## src/rtl/if_stage_if.sv

```systemverilog
// Instruction-memory request/response bus between the fetch stage and imem.
// Single outstanding request: req is a level held until the matching rvalid pulse.
interface if_stage_if;
   logic        imem_req_o;
   logic [31:0] imem_addr_o;
   logic        imem_rvalid_i;
   logic [31:0] imem_rdata_i;

   modport master (
      output imem_req_o,
      output imem_addr_o,
      input  imem_rvalid_i,
      input  imem_rdata_i
   );

   modport slave (
      input  imem_req_o,
      input  imem_addr_o,
      output imem_rvalid_i,
      output imem_rdata_i
   );
endinterface

```

## src/rtl/if_stage.sv

```systemverilog
// MIPS32 instruction-fetch stage: PC, single-outstanding imem fetch, IF/ID register
// and a one-entry skid that absorbs a response arriving while ID is stalled.
module if_stage #(
   parameter logic [31:0] RESET_PC = 32'h0000_0000
) (
   input  logic        clk,
   input  logic        rst,
   input  logic        stall_i,
   input  logic        flush_i,
   input  logic [31:0] flush_pc_i,
   if_stage_if.master  imem,
   output logic [31:0] id_pc_o,
   output logic [31:0] id_inst_o,
   output logic        id_valid_o
);

   localparam logic [1:0] IDLE  = 2'd0;
   localparam logic [1:0] FETCH = 2'd1;
   localparam logic [1:0] HOLD  = 2'd2;
   localparam logic [1:0] DROP  = 2'd3;

   logic [1:0]  state;
   logic [31:0] pc_p0;
   logic [31:0] kill_addr_p0;
   logic [31:0] skid_pc_p0;
   logic [31:0] skid_inst_p0;
   logic        skid_vld_p0;
   logic [31:0] pc_p1;
   logic [31:0] inst_p1;
   logic        vld_p1;

   logic        id_free;
   logic        rsp_take;
   logic        rsp_skid;
   logic        kill_fetch;

   function automatic logic [31:0] word_align(input logic [31:0] addr);
      return {addr[31:2], 2'b00};
   endfunction

   function automatic logic [31:0] pc_incr(input logic [31:0] addr);
      return addr + 32'd4;
   endfunction

   assign id_free    = !stall_i || !vld_p1;
   assign rsp_take   = (state == FETCH) && imem.imem_rvalid_i && !flush_i;
   assign rsp_skid   = rsp_take && !id_free;
   assign kill_fetch = (state == FETCH) && flush_i && !imem.imem_rvalid_i;

   assign imem.imem_req_o  = (state == FETCH);
   // A killed request keeps its address on the bus until its response drains.
   assign imem.imem_addr_o = (state == DROP) ? kill_addr_p0 : pc_p0;

   assign id_pc_o    = pc_p1;
   assign id_inst_o  = inst_p1;
   assign id_valid_o = vld_p1;

   // ---- p0: fetch control, PC and skid occupancy ----
   always_ff @(posedge clk) begin
      if (rst) begin
         state       <= IDLE;
         pc_p0       <= RESET_PC;
         skid_vld_p0 <= 1'b0;
      end else if (flush_i) begin
         pc_p0       <= word_align(flush_pc_i);
         skid_vld_p0 <= 1'b0;
         if (kill_fetch || state == DROP) state <= DROP;
         else                             state <= FETCH;
      end else begin
         case (state)
            IDLE: state <= FETCH;
            FETCH: begin
               if (rsp_take) begin
                  pc_p0 <= pc_incr(pc_p0);
                  if (rsp_skid) begin
                     skid_vld_p0 <= 1'b1;
                     state       <= HOLD;
                  end
               end
            end
            HOLD: begin
               if (!stall_i && skid_vld_p0) begin
                  skid_vld_p0 <= 1'b0;
                  state       <= FETCH;
               end
            end
            default: begin
               if (imem.imem_rvalid_i) state <= FETCH;
            end
         endcase
      end
   end

   // Skid contents and killed address are pure data; occupancy lives in the control block.
   always_ff @(posedge clk) begin
      if (rsp_skid) begin
         skid_pc_p0   <= pc_p0;
         skid_inst_p0 <= imem.imem_rdata_i;
      end
      if (kill_fetch) kill_addr_p0 <= pc_p0;
   end

   // ---- p1: IF/ID register; inst is forced to NOP whenever valid drops ----
   always_ff @(posedge clk) begin
      if (rst) begin
         pc_p1   <= 32'h0;
         inst_p1 <= 32'h0;
         vld_p1  <= 1'b0;
      end else if (flush_i) begin
         inst_p1 <= 32'h0;
         vld_p1  <= 1'b0;
      end else if (rsp_take && id_free) begin
         pc_p1   <= pc_p0;
         inst_p1 <= imem.imem_rdata_i;
         vld_p1  <= 1'b1;
      end else if (state == HOLD && !stall_i && skid_vld_p0) begin
         pc_p1   <= skid_pc_p0;
         inst_p1 <= skid_inst_p0;
         vld_p1  <= 1'b1;
      end else if (!stall_i) begin
         inst_p1 <= 32'h0;
         vld_p1  <= 1'b0;
      end
   end

endmodule

```

## src/flat_wrapper.sv

```systemverilog
// flat-port wrapper written by rule: the top's interface ports become plain ports
module if_stage_flat 
#(
   parameter logic [31:0] RESET_PC = 32'h0000_0000
)
  (clk, rst, stall_i, flush_i, flush_pc_i, id_pc_o, id_inst_o, id_valid_o, imem_imem_req_o, imem_imem_addr_o, imem_imem_rvalid_i, imem_imem_rdata_i);
  if_stage_if imem_i ();
  input  logic clk;
  input  logic rst;
  input  logic stall_i;
  input  logic flush_i;
  input  logic [31:0] flush_pc_i;
  output logic [31:0] id_pc_o;
  output logic [31:0] id_inst_o;
  output logic id_valid_o;
  output wire logic [$bits(imem_i.imem_req_o)-1:0] imem_imem_req_o;
  output wire logic [$bits(imem_i.imem_addr_o)-1:0] imem_imem_addr_o;
  input wire logic [$bits(imem_i.imem_rvalid_i)-1:0] imem_imem_rvalid_i;
  input wire logic [$bits(imem_i.imem_rdata_i)-1:0] imem_imem_rdata_i;
  assign imem_imem_req_o = imem_i.imem_req_o;
  assign imem_imem_addr_o = imem_i.imem_addr_o;
  assign imem_i.imem_rvalid_i = imem_imem_rvalid_i;
  assign imem_i.imem_rdata_i = imem_imem_rdata_i;
  if_stage #(.RESET_PC(RESET_PC)) u_core (.clk(clk), .rst(rst), .stall_i(stall_i), .flush_i(flush_i), .flush_pc_i(flush_pc_i), .imem(imem_i), .id_pc_o(id_pc_o), .id_inst_o(id_inst_o), .id_valid_o(id_valid_o));
endmodule
```

## config.mk

```make
export PLATFORM = sky130hd
export DESIGN_NAME = if_stage_flat
export DESIGN_NICKNAME = d
export VERILOG_FILES = /design/src/rtl/if_stage_if.sv /design/src/rtl/if_stage.sv /design/src/flat_wrapper.sv
export SDC_FILE = /design/constraint.sdc
export NUM_CORES = 1
export LEC_CHECK = 0
export ABC_AREA = 0
export ABC_CLOCK_PERIOD_IN_PS = 10400
export BUFFER_PORTS_ARGS = -buffer_cell sky130_fd_sc_hd__buf_2
export CELL_PAD_IN_SITES_DETAIL_PLACEMENT = 0
export CELL_PAD_IN_SITES_GLOBAL_PLACEMENT = 1
export CORE_ASPECT_RATIO = 0.5
export CORE_MARGIN = 3
export CORE_UTILIZATION = 46
export DETAILED_ROUTE_END_ITERATION = 8
export MAX_ROUTING_LAYER = met4
export PLACE_DENSITY_LB_ADDON = 0.05
export SYNTH_ARGS = -nofsm -noshare
export SYNTH_HDL_FRONTEND = slang
export SYNTH_SLANG_ARGS = --single-unit
```

## constraint.sdc

```tcl
create_clock -name clk -period 10.4 [get_ports clk]
set_input_delay 1.04 -clock clk [delete_from_list [all_inputs] [get_ports clk]]
set_output_delay 1.04 -clock clk [all_outputs]
set_load 0.01 [all_outputs]
```

==> results.yml, run 1 <==
worst_setup_path:
  path_buf_inv: 1
  rr_worst_depth: 5
  crit_required_ns: 10.74
  crit_chain: "buf_2 -> a21boi_4 -> a21o_2 -> a21oi_1 -> a311oi_1"
  cpLargestDelayFamily: "compound AO/OA/AOI/OAI gates"
  path_depth: 5
  rrSetupSlack_ns: 7.34
  critPathCapture: "u_core.id_pc_o[26]"
  crit_arrival_ns: 3.92
  r2r-end: "u_core.id_pc_o[20]"
  crit_start: "stall_i"
  path_class: "input port to flop"
  max_stage_delay_ns: 0.99
  start_kind: "input port"
  critPathMaxFanout: 60
  critPathSlowestCell: "a21o_2"
  r2r-start: "u_core.state[0]"
  critPathCaptureType: "flop"
clock_network:
  clk_pin_slew_ns: 0.07
  clock_sinks: 188
  cts_inserted_buffers: 17
  cts_repair_resize_count: 0
  cts_tree: "yes"
  clockBufferDepth: 2
  h-tree-depth: 4
  cts-root-buf: "clkbuf_16"
  clk_latency_ns: 0.43
  cts_setup_buffers: 0
  cts_hold_buf: 0
global_route:
  grt_pass1_vias: 5848
  grt_usage_pct: 21.9
  antenna_found_initial: 1
  grt_max_degree: 106
  grt_pass1_wl_um: 31700
  overflow: 0
pwr:
  combPwrFrac_pct: 8.5
  power.internal_uw: 1180
  clkPwrFrac_pct: 39.2
  swShare_pct: 24.9
  power_density_mw_per_mm2: 167
  vdd_drop_max_mv: 0.114
  switchingPower_uw: 392
  p_leak_uw: 0.00369
  p_seq_share_pct: 52.3
timing:
  hold_viol: 0
  setup-violations-final: 0
  finalMaxSlewViolations: 0
  tns_ns: 0
  holdWs_ns: 0.513
  rsz0062_at_grt: "false"
  clock.fmax_ghz: 0.279
  fin_crit_ns: 3.58
  slew_headroom_pct: 24.8
  worst_pin_slew_ns: 1.13
  fin_skew_ns: 0.0110
  min_period_over_period_pct: 34.4
placement:
  place_area_mm2: 0.00884
  finalWeightedCongestion: 0.730
  hpwl_um: 11800
  port_buffers: 160
  place_inst: 1016
drt:
  drc: 0
  drtIter0Drc: 515
  final_antenna_net_count: 0
  vias: 6017
  drt_first_pass_iters: 5
  wirelength_um: 20100
  vias_per_cell: 5.73
  wl_per_cell_um: 19.1
die:
  ios: 167
  die_w_um: 192
  die_y_um: 99.0
  num_rows: 33
  initial_core_util_pct: 47.7
  core_area_mm2: 0.0167
  die-area_mm2: 0.0190
cells_and_area:
  nNetsFinal: 878
  fillers: 1489
  layout_commonest_cell: "buf_2"
  final_area_mm2: 0.00940
  drive_above_1_share_pct: 29.5
  register_area_mm2: 0.00468
  multi_input_area_mm2: 0.00296
  fin_util_pct: 56.4
  fin_cells: 1050
  final_cell_mix: "buf_2 (160), dfxtp_1 (96), edfxtp_1 (92)"
  syn_to_final_growth_pct: 18.1
logic_synthesis:
  synth.avg_cell_area_um2: 11.5
  syn_area_mm2: 0.00796
  ys_ff_latch: 188
  synth_edf_count: 92
  synth-main-ff-cell: "dfxtp_1"
  ys_seq_area_share_pct: 58.8
  async_flop_share_pct: 0
  synthCells: 692
  synth_warnings: 0
  synth.distinct_cells: 52
hold_path:
  min-delay-start: "u_core.skid_vld_p0"
  worstHoldPathType: "flop to flop"
job:
  drv_cap: 0
run_status:
  outcome: "finished, final reports clean"
[how the worst min path moves through the flow]
stage,end,cells after the start,slack (ns)
3_3_place_gp,u_core.skid_vld_p0,2,0.49
2_1_floorplan,u_core.kill_addr_p0[4],0,0.42
4_1_cts,u_core.skid_vld_p0,2,0.52
6_report,u_core.skid_vld_p0,2,0.51
5_1_grt,u_core.id_pc_o[18],2,0.54
3_5_place_dp,u_core.skid_vld_p0,2,0.50
[per-layer routing]
layer / vias to the layer above / wire (µm) / track usage [%] / part of all wire (%)
li1: 2920 / - / - / -
met1: 2907 / 9550 / 29.7 / 48
met2: 181 / 8770 / 32.4 / 44
met3: 9 / 1680 / 7.64 / 8.4
met4: 0 / 69 / 3.80 / 0.34
met5: - / 0 / - / 0
[cell families (layout without fill, tap and decap cells)]
family | count (synthesis) | count (layout) | share of synthesized area (%)
simple gates | 194 | 194 | 12.7
compound gates | 152 | 152 | 14.7
flops | 188 | 188 | 58.8
fa+ha+maj | 1 | 1 | 0.157
mux | 60 | 60 | 8.01
other cells | 1 | 6 | 0.0471
xor+xnor | 8 | 8 | 0.880
buf+inv | 88 | 214 | 4.71
[power groups by stage]
stage / registers, µW / clock network [µW] / logic, µW
6_report: 821 / 617 / 134
5_1_grt: 825 / 665 / 148
4_1_cts: 821 / 633 / 135
3_5_place_dp: 838 / 0 / 134
3_3_place_gp: 837 / 0 / 133
2_1_floorplan: 830 / 0 / 87.8
[cell usage after synthesis, types with 3 or more instances]
cell type | instances | area share, %
nand4_1 | 8 | 0.63
a221oi_1 | 4 | 0.44
or3_1 | 9 | 0.71
a222oi_1 | 32 | 4.0
xnor2_1 | 7 | 0.77
edfxtp_1 | 92 | 35
nor2_1 | 63 | 3.0
or4_1 | 7 | 0.66
nand3_1 | 8 | 0.50
dfxtp_1 | 96 | 24
buf_4 | 5 | 0.47
nor3_1 | 38 | 2.4
and4_1 | 8 | 0.88
a311oi_1 | 38 | 4.2
a211oi_1 | 13 | 1.2
buf_2 | 13 | 0.82
a21oi_1 | 38 | 2.4
nand2_1 | 25 | 1.2
a2111oi_0 | 5 | 0.55
o31ai_1 | 3 | 0.28
nor4_1 | 10 | 0.79
clkbuf_1 | 51 | 2.4
mux2_2 | 30 | 4.2
o21ai_0 | 9 | 0.57
inv_1 | 15 | 0.71
mux2i_1 | 30 | 3.8
[stage by stage]
step                      total power [µW]  setup slack, ns
after floorplan                        918             5.88
after global placement                 971             6.44
after detailed placement               973             6.44
after CTS                             1590             6.85
after global routing                  1640             6.60
final                                 1570             6.82
[registers in the layout, indices dropped and copies added, names as in the netlist]
signal and flops:
u_core.id_pc_o 30, u_core.skid_vld_p0 1, u_core.pc_p0 30, u_core.skid_pc_p0 30
u_core.skid_inst_p0 32, u_core.id_valid_o 1, u_core.kill_addr_p0 30, u_core.state 2
u_core.id_inst_o 32
[worst reg2reg max path, delay by kind of cell (launching register included)]
family          cells  cell delay, ns
buf+inv             1            0.45
mux                 1            0.33
compound gates      1            0.29
flops               1            0.59
simple gates        2            1.31
[cell type report]
| class | instances | area share [%] |
|---|---|---|
| Tap cell | 227 | 3.02 |
| Timing Repair Buffer | 167 | 9.08 |
| Antenna cell | 2 | 0.0532 |
| Sequential cell | 188 | 49.8 |
| Inverter | 15 | 0.612 |
| Clock inverter | 11 | 0.932 |
| Clock buffer | 21 | 5.00 |
| Multi-Input combinational cell | 419 | 31.5 |
No activity file was read; power rests on OpenSTA's default activity.
==> run 2, diff against run 1 <==
--- a/config.mk
+++ b/config.mk
@@ -5,14 +5,14 @@
 export SDC_FILE = /design/constraint.sdc
 export NUM_CORES = 1
 export LEC_CHECK = 0
-export ABC_AREA = 0
-export ABC_CLOCK_PERIOD_IN_PS = 10400
+export ABC_AREA = 1
+export ABC_CLOCK_PERIOD_IN_PS = 3000
 export BUFFER_PORTS_ARGS = -buffer_cell sky130_fd_sc_hd__buf_2
 export CELL_PAD_IN_SITES_DETAIL_PLACEMENT = 0
 export CELL_PAD_IN_SITES_GLOBAL_PLACEMENT = 1
 export CORE_ASPECT_RATIO = 0.5
 export CORE_MARGIN = 3
-export CORE_UTILIZATION = 46
+export CORE_UTILIZATION = 37
 export DETAILED_ROUTE_END_ITERATION = 8
 export MAX_ROUTING_LAYER = met4
 export PLACE_DENSITY_LB_ADDON = 0.05
==> constraint.sdc (replaced) <==
create_clock -name clk -period 3 [get_ports clk]
set_input_delay 0.3 -clock clk [delete_from_list [all_inputs] [get_ports clk]]
set_output_delay 0.3 -clock clk [all_outputs]
set_load 0.01 [all_outputs]
==> run 2 against run 1 <==
Net effect:
- sequential share of layout area shrank 1.1 points
- sequential power grew to 3.4 times the previous value
- cell count grew 31%
- die area grew 23%
- highest routed layer unchanged
==> results.yml, run 2 <==
worst_setup_path:
  crit_arrival_ns: 2.18
  critPathCaptureType: "output pin"
  crit_required_ns: 2.70
  rrSetupSlack_ns: 0.75
  crit_chain: "nand2_2 -> buf_4 -> nor2_1 -> a21oi_1 -> buf_2"
  rr_worst_depth: 10
  start_kind: "flop"
  critPathSlowestCell: "nand2_2"
  r2r-end: "u_core.id_pc_o[6]"
  critPathMaxFanout: 43
  path_class: "flop to output pin"
  max_stage_delay_ns: 0.63
  r2r-start: "u_core.state[0]"
timing:
  fin_skew_ns: 0.00615
  min_period_over_period_pct: 82.7
  setup-violations-final: 0
  tns_ns: 0
  worst_pin_slew_ns: 0.976
  clock.fmax_ghz: 0.403
  fin_crit_ns: 2.48
  hold_viol: 0
  rsz0062_at_grt: "false"
  slew_headroom_pct: 34.5
  finalMaxSlewViolations: 0
logic_synthesis:
  synth-compound-area-share_pct: 12.3
  yosys.area.top_type: "edfxtp_1"
  synth_adder_area_share_pct: 0.157
  async_flop_share_pct: 0
  syn_area_mm2: 0.00796
  synth_edf_count: 92
  netlist.area_leader.share_pct: 34.7
  synthMuxAreaShare_pct: 0
  synth.avg_cell_area_um2: 8.54
  synthCells: 932
  synth-main-ff-cell: "dfxtp_1"
  ys_seq_area_share_pct: 58.8
  ys_ff_latch: 188
  yosysMostFrequentCell: "nand2_1"
  synth-xor-area-share_pct: 1.32
  synth.distinct_cells: 30
  synth_top_family_by_area: "simple AND/OR/NAND/NOR gates"
  yosys-top-cells-count: "nand2_1 (308), dfxtp_1 (96), edfxtp_1 (92)"
  synthSimpleGateAreaFrac_pct: 21.7
  netlist_top_cells_area: "edfxtp_1 (35%), dfxtp_1 (24%), nand2_1 (15%)"
  synth_warnings: 0
placement:
  place_area_mm2: 0.00903
  port_buffers: 160
  finalWeightedCongestion: 0.800
  hpwl_um: 15400
drt:
  vias: 6645
  drc: 0
  wl_per_cell_um: 16.4
  drtIter0Drc: 470
  vias_per_cell: 4.85
  drt_first_pass_iters: 5
  wirelength_um: 22500
  final_antenna_net_count: 0
pwr:
  power_density_mw_per_mm2: 582
  clkPwrFrac_pct: 40.0
  p_seq_share_pct: 50.4
  power.internal_uw: 4180
  vdd_drop_max_mv: 0.335
  switchingPower_uw: 1410
  swShare_pct: 25.2
  combPwrFrac_pct: 9.6
  p_leak_uw: 0.00383
die:
  num_rows: 37
  die_w_um: 213
  die-area_mm2: 0.0234
  ios: 167
  initial_core_util_pct: 38.2
  die_y_um: 110
  core_area_mm2: 0.0208
global_route:
  grt_max_degree: 57
  grt_pass1_vias: 6560
  grt_pass1_wl_um: 35700
  antenna_found_initial: 4
  grt_usage_pct: 20.6
  overflow: 0
cells_and_area:
  layout_commonest_cell: "nand2_1"
  final_cell_mix: "nand2_1 (307), buf_2 (160), dfxtp_1 (96)"
  fin_util_pct: 46.1
  nNetsFinal: 1151
  drive_above_1_share_pct: 19.7
  final_area_mm2: 0.00961
  syn_to_final_growth_pct: 20.7
clock_network:
  cts_hold_buf: 0
  clockBufferDepth: 2
  cts_repair_resize_count: 0
  cts-root-buf: "clkbuf_16"
  clock_sinks: 188
  cts_tree: "yes"
  cts_setup_buffers: 0
  clk_pin_slew_ns: 0.07
  clk_latency_ns: 0.44
  h-tree-depth: 4
  cts_inserted_buffers: 17
hold_path:
  whs_path_depth: 1
  min-delay-start: "imem_imem_rdata_i[23]"
  min_to: "u_core.skid_inst_p0[23]"
  worstHoldPathType: "input port to flop"
run_status:
  outcome: "finished, final reports clean"
job:
  drv_cap: 0
-- run 2: cell count changes in the layout (fill, tap and decap cells not counted), moves of 30 or more --
cell and change:
nand2_1 +283, a21oi_1 +48, inv_1 +43, o21ai_0 +42
a311oi_1 -38, a31oi_1 +36, nor3_1 -36, a222oi_1 -32
mux2_2 -30, mux2i_1 -30
-- run 2: cells by family after synthesis --
family,Yosys count
adder cells (fa/ha/maj),1
XOR/XNOR,12
AND/OR/NAND/NOR,436
flip-flops,188
other,1
AO/OA/AOI/OAI,184
buffers and inverters,110
-- run 2: worst max path at each step --
| stage | start | endpoint | depth (start not counted) |
|---|---|---|---|
| after floorplan | u_core.state[0] | u_core.skid_inst_p0[0] | 6 |
| final | u_core.state[1] | imem_imem_addr_o[14] | 5 |
| after detailed placement | u_core.state[0] | u_core.id_pc_o[6] | 10 |
| after CTS | u_core.state[1] | imem_imem_addr_o[25] | 4 |
| after global placement | u_core.state[0] | u_core.skid_pc_p0[16] | 7 |
| after global routing | u_core.state[1] | imem_imem_addr_o[23] | 5 |
-- run 2: worst max-delay path: cells and delay by family, from the launching register on --
family          cells  cell delay (ns)
buf+inv             2             0.54
compound gates      1             0.15
flops               1             0.36
simple gates        2             0.69
-- run 2: per-stage QoR --
| step | std cells | worst slack [ns] | hold slack (ns) | total power (µW) |
|---|---|---|---|---|
| floorplan | 935 | 0.485 | 0.399 | 3180 |
| global placement | 1335 | 0.826 | 0.451 | 3410 |
| detailed placement | 1335 | 0.753 | 0.454 | 3420 |
| CTS | 1367 | 0.473 | 0.0175 | 5670 |
| global route | 1371 | 0.319 | 0.0308 | 5820 |
| finish | 1371 | 0.519 | 0.0460 | 5590 |
-- run 2: routing by layer --
metal | vias to the layer above | track usage (%) | wire length [µm]
li1 | 3384 | - | -
met3 | 17 | 5.05 | 1300
met2 | 130 | 30.2 | 9410
met4 | 0 | 5.93 | 243
met5 | - | - | 0
met1 | 3114 | 28.5 | 11600
-- run 2: power groups by stage --
stage | clock, µW | combinational (µW) | sequential [µW]
final | 2240 | 537 | 2820
after global placement | 0 | 541 | 2870
after global routing | 2380 | 610 | 2830
after detailed placement | 0 | 544 | 2880
after CTS | 2300 | 546 | 2820
after floorplan | 0 | 316 | 2860
-- run 2: final cells by class --
type                       count  area (µm²)
fill                        2151       11200
sequential                   188        4680
multi-input combinational    637        2860
timing repair buffer         175         913
clock buffer                  21         450
tap                          273         342
inverter                      62         233
clock inverter                11         118
antenna                        4        10.0
==> run 3, diff against run 2 <==
--- a/config.mk
+++ b/config.mk
@@ -6,7 +6,7 @@
 export NUM_CORES = 1
 export LEC_CHECK = 0
 export ABC_AREA = 1
-export ABC_CLOCK_PERIOD_IN_PS = 3000
+export ABC_CLOCK_PERIOD_IN_PS = 2029
 export BUFFER_PORTS_ARGS = -buffer_cell sky130_fd_sc_hd__buf_2
 export CELL_PAD_IN_SITES_DETAIL_PLACEMENT = 0
 export CELL_PAD_IN_SITES_GLOBAL_PLACEMENT = 1
==> constraint.sdc (replaced) <==
create_clock -name clk -period 2.03 [get_ports clk]
set_input_delay 0.203 -clock clk [delete_from_list [all_inputs] [get_ports clk]]
set_output_delay 0.203 -clock clk [all_outputs]
set_load 0.01 [all_outputs]
==> run 3 against run 2 <==
Net effect:
- sequential share of layout area fell by 2.7 points
- setup slack got worse by 0.33 ns
- combinational power rose by 65%
- register-to-register slack got worse by 0.52 ns
- clock power rose by 46%
- global-route usage rose by 0.40 points
- hold slack got worse by 0.0041 ns
- largest power group unchanged
==> results.yml, run 3 (synthesized netlist as in run 2, its figures left out) <==
placement:
  hpwl_um: 15300
  port_buffers: 160
  finalWeightedCongestion: 0.817
  place_area_mm2: 0.00927
  place_inst: 1353
worst_setup_path:
  max_stage_delay_ns: 0.37
  path_class: "flop to output pin"
  critPathCaptureType: "output pin"
  crit_arrival_ns: 1.64
  critPathSlowestCell: "dfxtp_1"
  crit_chain: "nand2_2 -> buf_12 -> nor2_1 -> a21oi_1 -> buf_2"
  path_buf_inv: 2
  cpLargestDelayFamily: "buffers and inverters"
  critPathMaxFanout: 61
  start_kind: "flop"
  crit_required_ns: 1.83
clock_network:
  cts_inserted_buffers: 17
  clockBufferDepth: 2
  cts-root-buf: "clkbuf_16"
  clk_latency_ns: 0.45
  clk_pin_slew_ns: 0.07
  cts_tree: "yes"
  cts_setup_buffers: 0
  clock_sinks: 188
  h-tree-depth: 4
pwr:
  p_leak_uw: 0.00407
  power_density_mw_per_mm2: 819
  vdd_drop_max_mv: 0.527
drt:
  vias_per_cell: 4.82
  final_antenna_net_count: 0
  vias: 6839
  drc: 0
  drtIter0Drc: 366
  wirelength_um: 22900
  drt_first_pass_iters: 5
  wl_per_cell_um: 16.1
timing:
  fin_crit_ns: 1.84
  clock.fmax_ghz: 0.542
  finalMaxSlewViolations: 0
  worst_pin_slew_ns: 0.611
  fin_skew_ns: 0.0103
  hold_viol: 0
  min_period_over_period_pct: 90.9
  slew_headroom_pct: 59.3
  rsz0062_at_grt: "false"
  setup-violations-final: 0
  tns_ns: 0
cells_and_area:
  final_area_mm2: 0.0102
  nNetsFinal: 1201
  layout_commonest_cell: "nand2_1"
  fin_cells: 1419
  fin_util_pct: 48.8
  final_cell_mix: "nand2_1 (306), buf_2 (160), dfxtp_1 (96)"
  syn_to_final_growth_pct: 27.7
  drive_above_1_share_pct: 20.5
die:
  die_w_um: 213
  ios: 167
  die_y_um: 110
  die-area_mm2: 0.0234
  initial_core_util_pct: 38.2
  num_rows: 37
  core_area_mm2: 0.0208
global_route:
  antenna_found_initial: 2
  overflow: 0
  grt_max_degree: 62
  grt_usage_pct: 21.0
  grt_pass1_wl_um: 36100
  grt_pass1_vias: 6711
hold_path:
  worstHoldPathType: "input port to flop"
job:
  drv_cap: 0
run_status:
  outcome: "finished, final reports clean"
## run 3: changes by cell type in the layout (fill, tap and decap cells not counted), moves of 2 or more
cell / before / now
dlygate4sd3_1: 0 / 32
buf_4: 15 / 25
diode_2: 4 / 2
clkinv_2: 5 / 3
buf_12: 0 / 8
clkinvlp_4: 2 / 7
## run 3: final timing paths
check / endpoint / start / depth (start not counted) / slack, ns
worst max-delay path: imem_imem_addr_o[24] / u_core.state[1] / 5 / 0.19
worst min-delay path: u_core.id_pc_o[21] / rst / 2 / 0.04
worst max register to register: u_core.id_pc_o[31] / u_core.state[0] / 11 / 0.23
worst min register to register: u_core.id_pc_o[15] / u_core.id_pc_o[15] / 2 / 0.46
## run 3: layout make-up
cell class,count,area (µm²)
multi-input combinational,637,2860
inverter,62,236
clock buffer,20,447
tap,273,342
timing repair buffer,225,1470
clock inverter,12,124
sequential,188,4680
antenna,2,5.00
fill,2118,10700
## run 3: power by group
group / internal (µW) / total (µW) / switching (µW)
combinational: 341 / 887 / 546
clock: 1830 / 3280 / 1450
sequential: 4080 / 4160 / 86.0
total: 6250 / 8330 / 2080
## run 3: what timing repair did
item                                   4_1_cts  5_1_grt
endpoints found under the hold margin       32        0
resized for setup                            0        0
hold buffers                                32        0
## run 3: stage by stage
| step | worst slack, ns | hold slack, ns | total power (µW) |
|---|---|---|---|
| detailed placement | 0.240 | 0.396 | 5100 |
| global placement | 0.269 | 0.394 | 5080 |
| floorplan | 0.0373 | 0.302 | 4700 |
| CTS | 0.139 | 0.0125 | 8440 |
| finish | 0.185 | 0.0419 | 8330 |
| global route | 0.0139 | 0.0360 | 8700 |
## run 3: per-layer routing
layer,up-vias,part of all wire [%],track usage (%)
met5,-,0,-
met4,0,1.1,6.41
met3,19,5.4,5.30
met2,148,44,32.0
met1,3192,49,27.9
li1,3480,-,-
## run 3: worst reg2reg max path, cell delays in order, from the launching register on
cell	delay [ns]
dfxtp_1	0.40
inv_2	0.07
nor2_4	0.13
nand2_4	0.08
nor2_8	0.11
nand2_4	0.14
nand2_1	0.13
nand2_2	0.12
inv_2	0.14
buf_12	0.18
nand2_1	0.12
a21oi_1	0.12
